--- src/rtl/fifo_pkg.sv ---
// Shared FIFO parameters and the request encoding used by the pointer/counter logic.
package fifo_pkg;

    localparam int unsigned ADDR_W_DEF    = 4;
    localparam int unsigned DATA_W_DEF    = 8;
    localparam int unsigned AFULL_LVL_DEF = 12;
    localparam int unsigned DEPTH_DEF     = 1 << ADDR_W_DEF;
    localparam int unsigned CNT_W_DEF     = ADDR_W_DEF + 1;

    // Accepted-request pair {push_ok, pop_ok}; decides how count moves.
    typedef enum logic [1:0] {
        OP_IDLE = 2'b00,
        OP_POP  = 2'b01,
        OP_PUSH = 2'b10,
        OP_BOTH = 2'b11
    } op_e;

    function automatic op_e op_of(input logic push_ok, input logic pop_ok);
        return op_e'({push_ok, pop_ok});
    endfunction

endpackage

--- src/rtl/memory.sv ---
// Two-port block RAM: synchronous write, registered read enabled by r_en.
module memory
    import fifo_pkg::*;
#(
    parameter int unsigned ADDR_W = ADDR_W_DEF,
    parameter int unsigned DATA_W = DATA_W_DEF
) (
    input  logic              clk,
    input  logic              w_en,
    input  logic [ADDR_W-1:0] w_addr,
    input  logic [DATA_W-1:0] w_data,
    input  logic              r_en,
    input  logic [ADDR_W-1:0] r_addr,
    output logic [DATA_W-1:0] r_data
);

    localparam int unsigned DEPTH = 1 << ADDR_W;

    logic [DATA_W-1:0] mem [DEPTH];

    always_ff @(posedge clk) begin
        if (w_en) begin
            mem[w_addr] <= w_data;
        end
        if (r_en) begin
            r_data <= mem[r_addr];
        end
    end

endmodule

--- src/rtl/sync_fifo.sv ---
// Synchronous FIFO: fifo_ctrl plus the two-port RAM behind a push/pop interface.
module sync_fifo
    import fifo_pkg::*;
#(
    parameter int unsigned ADDR_W    = ADDR_W_DEF,
    parameter int unsigned DATA_W    = DATA_W_DEF,
    parameter int unsigned AFULL_LVL = AFULL_LVL_DEF
) (
    input  logic              clk,
    input  logic              rst,
    input  logic              push,
    input  logic [DATA_W-1:0] push_data,
    input  logic              pop,
    output logic [DATA_W-1:0] pop_data,
    output logic              pop_valid,
    output logic              full,
    output logic              empty,
    output logic              almost_full,
    output logic [ADDR_W:0]   count,
    output logic              overflow,
    output logic              underflow
);

    logic              w_en;
    logic [ADDR_W-1:0] w_addr;
    logic [DATA_W-1:0] w_data;
    logic              r_en;
    logic [ADDR_W-1:0] r_addr;

    fifo_ctrl #(
        .ADDR_W    (ADDR_W),
        .DATA_W    (DATA_W),
        .AFULL_LVL (AFULL_LVL)
    ) u_ctrl (
        .clk         (clk),
        .rst         (rst),
        .push        (push),
        .push_data   (push_data),
        .pop         (pop),
        .pop_valid   (pop_valid),
        .full        (full),
        .empty       (empty),
        .almost_full (almost_full),
        .count       (count),
        .overflow    (overflow),
        .underflow   (underflow),
        .mem_w_en    (w_en),
        .mem_w_addr  (w_addr),
        .mem_w_data  (w_data),
        .mem_r_en    (r_en),
        .mem_r_addr  (r_addr)
    );

    memory #(
        .ADDR_W (ADDR_W),
        .DATA_W (DATA_W)
    ) u_mem (
        .clk    (clk),
        .w_en   (w_en),
        .w_addr (w_addr),
        .w_data (w_data),
        .r_en   (r_en),
        .r_addr (r_addr),
        .r_data (pop_data)
    );

endmodule

--- src/rtl/fifo_ctrl.sv ---
// Pointer/count/flag controller that drives a two-port RAM as a synchronous FIFO.
module fifo_ctrl
    import fifo_pkg::*;
#(
    parameter int unsigned ADDR_W    = ADDR_W_DEF,
    parameter int unsigned DATA_W    = DATA_W_DEF,
    parameter int unsigned AFULL_LVL = AFULL_LVL_DEF
) (
    input  logic              clk,
    input  logic              rst,
    input  logic              push,
    input  logic [DATA_W-1:0] push_data,
    input  logic              pop,
    output logic              pop_valid,
    output logic              full,
    output logic              empty,
    output logic              almost_full,
    output logic [ADDR_W:0]   count,
    output logic              overflow,
    output logic              underflow,
    output logic              mem_w_en,
    output logic [ADDR_W-1:0] mem_w_addr,
    output logic [DATA_W-1:0] mem_w_data,
    output logic              mem_r_en,
    output logic [ADDR_W-1:0] mem_r_addr
);

    localparam int unsigned DEPTH = 1 << ADDR_W;
    localparam int unsigned CNT_W = ADDR_W + 1;

    logic [ADDR_W-1:0] wr_ptr;
    logic [ADDR_W-1:0] rd_ptr;
    logic              push_ok;
    logic              pop_ok;
    logic [CNT_W-1:0]  count_next;
    op_e               op;

    // Accept decisions use only registered flags, so push+pop never collide on one address.
    assign push_ok = push & ~full;
    assign pop_ok  = pop & ~empty;
    assign op      = op_of(push_ok, pop_ok);

    assign mem_w_en   = push_ok;
    assign mem_w_addr = wr_ptr;
    assign mem_w_data = push_data;
    assign mem_r_en   = pop_ok;
    assign mem_r_addr = rd_ptr;

    always_comb begin
        count_next = count;
        unique case (op)
            OP_PUSH: count_next = count + CNT_W'(1);
            OP_POP:  count_next = count - CNT_W'(1);
            default: count_next = count;
        endcase
    end

    // Pointers wrap naturally at DEPTH via their ADDR_W width.
    always_ff @(posedge clk or posedge rst) begin
        if (rst) begin
            wr_ptr <= '0;
            rd_ptr <= '0;
        end else begin
            wr_ptr <= wr_ptr + ADDR_W'(push_ok);
            rd_ptr <= rd_ptr + ADDR_W'(pop_ok);
        end
    end

    // Flags come from count_next so they change in the same cycle as count.
    always_ff @(posedge clk or posedge rst) begin
        if (rst) begin
            count       <= '0;
            full        <= 1'b0;
            empty       <= 1'b1;
            almost_full <= 1'b0;
        end else begin
            count       <= count_next;
            full        <= (count_next == CNT_W'(DEPTH));
            empty       <= (count_next == '0);
            almost_full <= (count_next >= CNT_W'(AFULL_LVL));
        end
    end

    // pop_valid marks the cycle the RAM's registered read holds the popped word.
    always_ff @(posedge clk or posedge rst) begin
        if (rst) begin
            pop_valid <= 1'b0;
            overflow  <= 1'b0;
            underflow <= 1'b0;
        end else begin
            pop_valid <= pop_ok;
            overflow  <= overflow | (push & full);
            underflow <= underflow | (pop & empty);
        end
    end

endmodule

--- config.mk ---
export PLATFORM = sky130hd
export DESIGN_NAME = sync_fifo
export DESIGN_NICKNAME = d
export VERILOG_FILES = /design/src/rtl/fifo_pkg.sv /design/src/rtl/memory.sv /design/src/rtl/sync_fifo.sv /design/src/rtl/fifo_ctrl.sv
export SDC_FILE = /design/constraint.sdc
export NUM_CORES = 1
export LEC_CHECK = 0
export ABC_AREA = 1
export CAP_MARGIN = 20
export CORE_ASPECT_RATIO = 1.25
export CORE_UTILIZATION = 52
export CTS_CLUSTER_DIAMETER = 150
export CTS_CLUSTER_SIZE = 25
export DETAILED_ROUTE_END_ITERATION = 12
export HOLD_SLACK_MARGIN = 0.06
export PLACE_DENSITY = 0.7
export SLEW_MARGIN = 20
export SYNTH_ARGS = -nofsm -noshare
export SYNTH_HDL_FRONTEND = slang
export SYNTH_HIERARCHICAL = 1
export SYNTH_SLANG_ARGS = --single-unit
--- constraint.sdc ---
create_clock -name clk -period 3.28 [get_ports clk]
set_input_delay 0.656 -clock clk [delete_from_list [all_inputs] [get_ports clk]]
set_output_delay 0.656 -clock clk [all_outputs]
set_load 0.02 [all_outputs]
==> metrics <==
status=finished, final reports clean; final net count=701; Max transition margin=0.464; setup bufs post-CTS=0; Critical Path End Type=flip-flop; # rows=46; Root Buffer=clkbuf_16; Vias=4,571; Buffers on Ports=30; largest net degree at the start of global routing=66; I/O pins=31; Final min period=2.38 ns; Total Routed Length=14,300 µm; CTS tree=done; Die Y=about 130 µm; Die ar.=between 0.01 and 0.015 mm²; drt via density=5.30; GP Congestion=0.801; Routed Antenna Nets=0; Worst-Margin Slew=between 0.8 and 0.9 ns; post-synthesis sequential area ratio=0.665; Max VDD drop=0.000644 V; Clock Sinks=155; first-pass GRT wire length=22,300 µm; RSZ-0062 raised after global routing=false; Post-Synthesis Cells=660; PwrDens=899 mW/mm²; Syn Nets=678; initial antenna violation count=0; Layout area overhead=12.7%; router iterations before antenna repair=6; Routed wire per std cell=16.6 µm; Seq cells post-synth=155; leakage power=3.33 nW; GRT Util Overall=0.223; FMAX=about 0.42 GHz; Cell Area, Synth=0.00686 mm²; CTS H-tree lvls=4; required time worst endpoint=3.63 ns; GRT overflow=0; number of synthesized flops with an enable pin=136; Max Slew Vio Count=0; clk_lat worst skew=between 0.4 and 0.5 ns; Final Cycle Share=0.727; DR WL met3=1240 µm; final clock skew=0.00644 ns; WL met2=roughly 7000 µm; core footprint=0.0128 mm²; post-synth cell types=26; # resized after CTS=0; Clock Pin Slew Worst Setup and Hold Paths=0.06 ns; final setup TNS=0 ns; Die Width=105 µm; CTS buffer count=17; uppermost routed layer=met4; initial DRC count=approximately 440; Hold Path Class=flip-flop to flip-flop; syn_area_per_cell=between 10 and 15 µm²; HPWL after detailed placement=9030 µm; Ant. Diodes=0; Syn. warnings=6; Core Util, Final=0.605; layout cells sized above 1=0.0719; DRC violations left=0; Max FO, Critical Path=9; CP arrival=2.73 ns; final setup fails=0; met1 WL=5480 µm; Initial Utilization=0.537; Setup Crit Path Kind=primary input to flip-flop; hold buffer count at CTS=0; Clock Tree Buf Depth=2; crit start category=primary input; Synth Flop Type=edfxtp_1; vias in the first global route=4,401; final hold viol count=0; Synth async-reset ratio=0.123; max cap viols=0
-- registers in the layout, indices dropped and copies added (netlist names) --
signal and count:
u_ctrl/mem_r_addr 4, u_ctrl/empty 1, u_ctrl/mem_w_addr 4, u_ctrl/pop_valid 1
u_ctrl/almost_full 1, u_mem/r_data 8, u_mem/mem 128, u_ctrl/overflow 1
u_ctrl/full 1, u_ctrl/underflow 1, u_ctrl/count 5
-- cells by family after synthesis --
kind of cell               synth area share
and+or+nand+nor                       0.216
buffers and inverters                0.0959
xor gates and xnor gates            0.00766
adders and majority gates            0.0109
AOI/OAI and AO/OA                   0.00492
DFF                                   0.665
-- where the power goes --
group	internal [mW]	switching [mW]	leakage, nW	total, mW
logic	0.803	1.65	1.61	2.45
clock network	1.09	0.704	0.264	1.80
registers	2.52	0.178	1.45	2.70
-- metal layers --
metal / up-vias / GRT usage
met5: - / 0
met4: 0 / 0.125
met3: 35 / 0.0441
met2: 236 / 0.381
met1: 2133 / 0.268
li1: 2167 / -
-- worst paths after layout --
| check | slack, ns | start | cells past startpoint | endpoint |
|---|---|---|---|---|
| setup / recovery | 0.90 | pop | 15 | u_ctrl/full |
| hold reg to reg | 0.47 | u_ctrl/overflow | 1 | u_ctrl/overflow |
| max in group asynchronous | 2.12 | rst | 2 | u_ctrl/mem_r_addr[0] |
| setup reg to reg | 1.23 | u_ctrl/mem_r_addr[0] | 7 | u_mem/r_data[3] |
| min in group asynchronous | 0.66 | rst | 2 | u_ctrl/overflow |
| hold / removal | 0.47 | u_ctrl/overflow | 1 | u_ctrl/overflow |
-- cells in the final DEF (no fill, tap or decap), types with 2 or more instances in the layout --
cell type / instances
nand2_2: 8
clkdlybuf4s50_1: 30
inv_1: 111
bufinv_16: 2
nor2_1: 23
dfrtp_1: 17
inv_2: 4
edfxtp_1: 136
nand3_1: 108
nand3b_1: 4
ha_1: 6
xor2_1: 3
clkbuf_1: 2
nand3_2: 3
clkinv_1: 5
clkinv_2: 4
nand2_1: 192
buf_4: 6
clkbuf_16: 17
xnor2_1: 3
-- cells in the mapped netlist, drive strengths merged, types with 3 or more instances --
| cell | count | share of area |
|---|---|---|
| buf | 32 | 0.033 |
| dfrtp | 18 | 0.066 |
| edfxtp | 136 | 0.60 |
| ha | 6 | 0.011 |
| inv | 115 | 0.063 |
| nand2 | 200 | 0.11 |
| nand3 | 111 | 0.083 |
| nand3b | 4 | 0.0044 |
| nor2 | 24 | 0.014 |
| xnor2 | 3 | 0.0038 |
| xor2 | 3 | 0.0038 |
-- area by class of cell --
type	count	area [µm²]
fillers	1030	5050
flip-flops and latches	155	4560
multi-input cells	358	1640
clock buffers	19	433
inverters	115	432
repair buffers	36	345
well taps	168	210
clock inverters	12	106
-- per-stage QoR --
| step | area, µm² | hold slack, ns | total power [mW] | worst slack (ns) | std cells |
|---|---|---|---|---|---|
| 6_report | 7730 | 0.466 | 6.95 | 0.896 | 863 |
| 3_5_place_dp | 7190 | 0.454 | 5.15 | 0.480 | 832 |
| 5_1_grt | 7730 | 0.476 | 7.32 | 0.738 | 863 |
| 2_1_floorplan | 6860 | 0.444 | 4.46 | 1.16 | 660 |
| 4_1_cts | 7730 | 0.470 | 6.96 | 0.894 | 863 |
| 3_3_place_gp | 7190 | 0.444 | 5.10 | 0.547 | 832 |
-- critical path, stage by stage --
cell and delay [ns]:
clkdlybuf4s50_1 0.48, inv_1 0.07, nor2_4 0.26, nand2_2 0.13, nand2_1 0.08, nand2_1 0.07
ha_1 0.18, inv_1 0.05, nand2_1 0.10, nand3b_1 0.19, nand3_1 0.10, nand2_2 0.07
nor2_1 0.10, nand3_1 0.10, nor2_1 0.09
Power figures use the tool's default switching activity.
==> RTL edit 1, RTL diff (same settings) <==
`DATA_W_DEF`: 8 -> 6.
--- a/src/rtl/fifo_pkg.sv
+++ b/src/rtl/fifo_pkg.sv
@@ -2,7 +2,7 @@
 package fifo_pkg;
 
     localparam int unsigned ADDR_W_DEF    = 4;
-    localparam int unsigned DATA_W_DEF    = 8;
+    localparam int unsigned DATA_W_DEF    = 6;
     localparam int unsigned AFULL_LVL_DEF = 12;
     localparam int unsigned DEPTH_DEF     = 1 << ADDR_W_DEF;
     localparam int unsigned CNT_W_DEF     = ADDR_W_DEF + 1;
Ports: changed (resized pop_data and push_data); port bits go from 31 to 27. No check against the original RTL was run, so the function may have changed too.
==> RTL edit 1 against the unedited design <==
Final cell count shrank 20%; global-route usage is 0.23 points lower; power fell by 14%; die area is 21% lower; largest power group unchanged; design area shrank 19%; utilization increased by 1.6 points; worst setup slack worse by 0.030 ns; synthesized cell count down 20%; non-clock buffer count shrank 8; routed wire length decreased by 24%; area after synthesis decreased by 21%; sequential cell count is 34 lower.
==> RTL edit 1: results (changes against the unedited design) <==
Vias in the first global route -> 3372 (-23%)
Global-route wire length before repair -> 17300 um (-22%)
Syn_nets -> 543 (-20%)
Post-synth cell types -> 27 (+3.8%)
Worst r2r src -> u_ctrl/empty$_DFF_PP1_
Worst path arrival time -> 2.75 ns (+0.02 ns)
Largest net degree at the start of global routing -> 50 (-24%)
Measured slew at the worst slew-check pin -> 0.8064 ns (+0.005286 ns)
Final Non-Filler Cells -> 693 (-20%)
Ant diodes -> 0 (unchanged)
R2R cell count -> 13 (+6)
Share of layout cells above drive strength 1 -> 13.65% (+6.5 points)
Ys async rst share -> 15.70% (+3.4 points)
Part of the power in the clock network -> 30.3% (+4.4 points)
Port Buffer Count -> 26 (-13%)
Clock Latency Late Sink -> 0.40 ns (-0.02 ns)
DR WL met3 -> 695 um (-44%)
Synth area leaders -> edfxtp_1 57%, nand2_1 10%, dfrtp_1 8.4%
GR Layer Usage met2 -> 37.70% (-0.44 points)
Sw Share -> 35.73% (-0.67 points)
Post-synthesis cell count -> 527 (-20%)
Met1 Track Usage GR -> 26.64% (-0.18 points)
Leak -> 2.680 nW (-20%)
Syn. warnings -> 6 (unchanged)
Tot GR Track Use -> 22.07% (-0.23 points)
WL met2 -> 5553 um (-23%)
Sequential area share after synthesis -> 65.70% (-0.77 points)
Critical path fanouts, max -> 12 (+3)
Dpl cells -> 661 (-21%)
R2r setup slk -> 1.25 ns (+0.02 ns)
Max reg flops -> 96 (-25%)
Largest regs -> u_mem/mem: 96 flops, u_mem/r_data: 6 flops, u_ctrl/count: 5 flops
NumNets Final -> 567 (-19%)
EDFF count, synth -> 102 (-25%)
Final Skew -> 0.006787 ns (+0.0003438 ns)
Post-synth top cells -> 150 x nand2_1, 102 x edfxtp_1, 84 x nand3_1, 59 x inv_1, 28 x inv_2
Via-to-Cell Ratio -> 5.173 (-2.3%)
Filler cells -> 770 (-25%)
Met1 wire length -> 4347 um (-21%)
Avg WL per Cell -> 15.72 um (-5.3%)
Status -> finished, final reports clean
==> RTL edit 1: changes by cell type after synthesis <==
| cell | unedited run | this run |
|---|---|---|
| inv_2 | 4 | 28 |
| nand2_1 | 192 | 150 |
| buf_4 | 12 | 10 |
| clkinv_2 | 0 | 4 |
| clkbuf_1 | 0 | 2 |
| edfxtp_1 | 136 | 102 |
| nand3_1 | 108 | 84 |
| inv_1 | 111 | 59 |
| buf_6 | 6 | 0 |
| buf_2 | 13 | 10 |
==> RTL edit 1: per-stage QoR <==
step | area [um2] | setup slack (ns) | hold WS [ns] | utilization, % | total power, W
2_1_floorplan | 5388 | 1.195 | 0.4958 | - | 0.003542
5_1_grt | 6274 | 0.6748 | 0.4831 | 62.08 | 0.006279
3_3_place_gp | 5688 | 0.5519 | 0.4395 | 56.28 | 0.004103
4_1_cts | 6274 | 0.8668 | 0.4709 | 62.08 | 0.005964
6_report | 6274 | 0.8660 | 0.4643 | 62.08 | 0.005953
3_5_place_dp | 5688 | 0.4573 | 0.4569 | 56.28 | 0.004150
==> RTL edit 1: kinds of logic (layout without fill, tap and decap cells) <==
kind of cell	Yosys count	in the layout	share of synthesized area, %
compound gates	5	5	0.6270
simple gates	275	275	22.34
fa+ha+maj	6	6	1.393
xor+xnor	6	6	0.9756
buf+inv	114	151	8.964
flops	121	121	65.70
==> RTL edit 1: critical path, delay by kind of cell <==
kind,cells,cell delay [ns]
AND/OR/NAND/NOR,11,1.31
buffers and inverters,3,0.59
adder cells (fa/ha/maj),1,0.19
==> RTL edit 1: layout make-up <==
class | instances | share of cell area, %
sequential | 121 | 56.42
timing repair buffer | 28 | 4.388
clock inverter | 14 | 2.493
multi-input combinational | 292 | 21.76
tap | 129 | 2.573
clock buffer | 18 | 6.841
inverter | 91 | 5.525
==> RTL edit 2, RTL diff (same settings) <==
Without the edit above. Register the output `count`, without a reset; this adds one clock of latency there. The other outputs are not delayed to match. Comments in the files are not updated.
--- a/src/rtl/sync_fifo.sv
+++ b/src/rtl/sync_fifo.sv
@@ -21,6 +21,8 @@
     output logic              underflow
 );
 
+    logic [ADDR_W:0] count_d;
+
     logic              w_en;
     logic [ADDR_W-1:0] w_addr;
     logic [DATA_W-1:0] w_data;
@@ -41,7 +43,7 @@
         .full        (full),
         .empty       (empty),
         .almost_full (almost_full),
-        .count       (count),
+        .count       (count_d),
         .overflow    (overflow),
         .underflow   (underflow),
         .mem_w_en    (w_en),
@@ -64,5 +66,9 @@
         .r_data (pop_data)
     );
 
+    always_ff @(posedge clk) begin
+        count <= count_d;
+    end
+
 endmodule
 
Formal check against the unedited RTL: not equivalent (a bounded check fails within 4 cycles, from zero or initial values and one cycle with rst high).
==> RTL edit 2 against the unedited design <==
Count of clock-buffer cells in the layout up 8; sequential cell count up 5; routed wire length up 1.1%; largest power group unchanged; power up 4.2%; worst setup slack better by 0.13 ns; design area up 2.3%; area after synthesis up 1.5%.
==> RTL edit 2: results (changes against the unedited design) <==
Filler cells -> 1016 (-1.4%)
Critical path fanouts, max -> 5 (-4)
EDFF count, synth -> 136 (unchanged)
Cts bufs inserted -> 17 (unchanged)
Iter 0 DRT Violations -> 370 (-17%)
Hold depth -> 0 (-1)
Global-route wire length before repair -> 22840 um (+2.4%)
Bufs on Longest Clock Path -> 2 (unchanged)
Worst path arrival time -> 2.61 ns (-0.12 ns)
Port Buffer Count -> 30 (unchanged)
Worst hold slack -> 0.4497 ns (-0.01623 ns)
DRT Wirelength -> 14480 um (+1.1%)
Mapped Avg Cell Area -> 10.47 um2 (+0.70%)
Via-to-Cell Ratio -> 5.349 (+0.99%)
Critical path startpoint -> pop
Worst min path class -> register to register
R2r setup slk -> 1.26 ns (+0.03 ns)
Slowest CP cell -> clkdlybuf4s50_1
Int Power -> 0.004684 W (+6.0%)
Syn_nets -> 683 (+0.74%)
Area after DPL -> 0.007284 mm2 (+1.3%)
Worst r2r src -> u_ctrl/mem_r_addr[0]$_DFF_PP0_
Measured slew at the worst slew-check pin -> 0.8054 ns (+0.004303 ns)
Synth area leaders -> edfxtp_1 59%, nand2_1 10%, nand3_1 7.8%
Top_reg_cell synth -> edfxtp_1
Critical path capture point -> u_ctrl/full$_DFF_PP0_
Final Skew -> 0.01089 ns (+0.004451 ns)
Ant diodes -> 0 (unchanged)
Hold Path Sink -> count[1]$_DFF_P_
Vias in the first global route -> 4353 (-1.1%)
Initial antenna violation count -> 0 (unchanged)
Tot GR Track Use -> 22.15% (-0.15 points)
1st-pass router iterations -> 5 (-1)
Largest regs -> u_mem/mem: 128 flops, u_mem/r_data: 8 flops
Delay-heaviest family, CP -> simple AND/OR/NAND/NOR gates
HPWL Detailed -> 9028 um (about the same)
Ys async rst share -> 11.88% (-0.38 points)
Post-synth top cells -> 192 x nand2_1, 136 x edfxtp_1, 111 x inv_1, 108 x nand3_1, 23 x nor2_1
VDD IR max -> 0.5319 mV (-17%)
Htree depth -> 4 (unchanged)
Via count -> 4643 (+1.6%)
Post-synth cell types -> 27 (+3.8%)
Dpl cells -> 836 (+0.48%)
Sequential area share after synthesis -> 66.95% (+0.48 points)
Leak -> 3.415 nW (+2.5%)
Hold Path Origin -> u_ctrl/count[1]$_DFF_PP0_
Syn. warnings -> 6 (unchanged)
Area of the multi-input gates -> 0.001643 mm2 (unchanged)
Share of layout cells above drive strength 1 -> 7.571% (+0.38 points)
Worst flop-to-flop path endpoint -> u_mem/r_data[5]$_DFFE_PP_
Clock Latency Late Sink -> 0.42 ns (about the same)
Routability congestion estimate -> 0.8700 (+8.6%)
NumNets Final -> 705 (+0.57%)
Largest net degree at the start of global routing -> 66 (unchanged)
Status -> finished, final reports clean
Min Tclk post-route -> 2.252 ns (-0.1324 ns)
Post-CTS setup buffers -> 0 (unchanged)
Setup Slack @ Placement -> 0.6216 ns (+0.1414 ns)
==> RTL edit 2: cell types whose count changed in the layout (fill, tap and decap cells not counted) <==
cell        unedited run  this run
clkinv_2               4         0
bufinv_16              2         1
inv_4                  0         3
dfxtp_1                0         5
clkbuf_8               0         2
buf_4                  6         5
clkinv_4               0         1
clkbuf_16             17        21
clkbuf_1               2         4
clkinvlp_4             1         0
clkinv_1               5         0
==> RTL edit 2: per-layer routing <==
metal	GRT usage, %	vias to the layer above	wire length (um)
li1	-	2180	-
met1	28.13	2173	5858
met2	36.44	262	7201
met3	4.712	28	1058
met4	10.11	0	358
met5	0	-	0
==> RTL edit 2: cell families after synthesis <==
| group | share of synthesized area (%) |
|---|---|
| AND/OR/NAND/NOR | 21.28 |
| flip-flops | 66.95 |
| buffers and inverters | 9.453 |
| XOR/XNOR | 0.7550 |
| adder cells (fa/ha/maj) | 1.078 |
| AO/OA/AOI/OAI | 0.4852 |
==> RTL edit 2: power groups by stage <==
stage,Clock [W],Combinational [W],Sequential (W)
floorplan,0,0.00164,0.00293
global placement,0,0.00234,0.00284
detailed placement,0,0.00238,0.00285
CTS,0.00203,0.00240,0.00281
global route,0.00212,0.00266,0.00285
finish,0.00200,0.00243,0.00281
==> RTL edit 2: final cells by class <==
type / count / area share [%]
Multi-Input combinational cell: 358 / 20.77
Timing Repair Buffer: 35 / 4.271
Inverter: 115 / 5.457
Clock inverter: 5 / 0.7276
Sequential cell: 160 / 58.94
Clock buffer: 27 / 7.181
Tap cell: 168 / 2.657
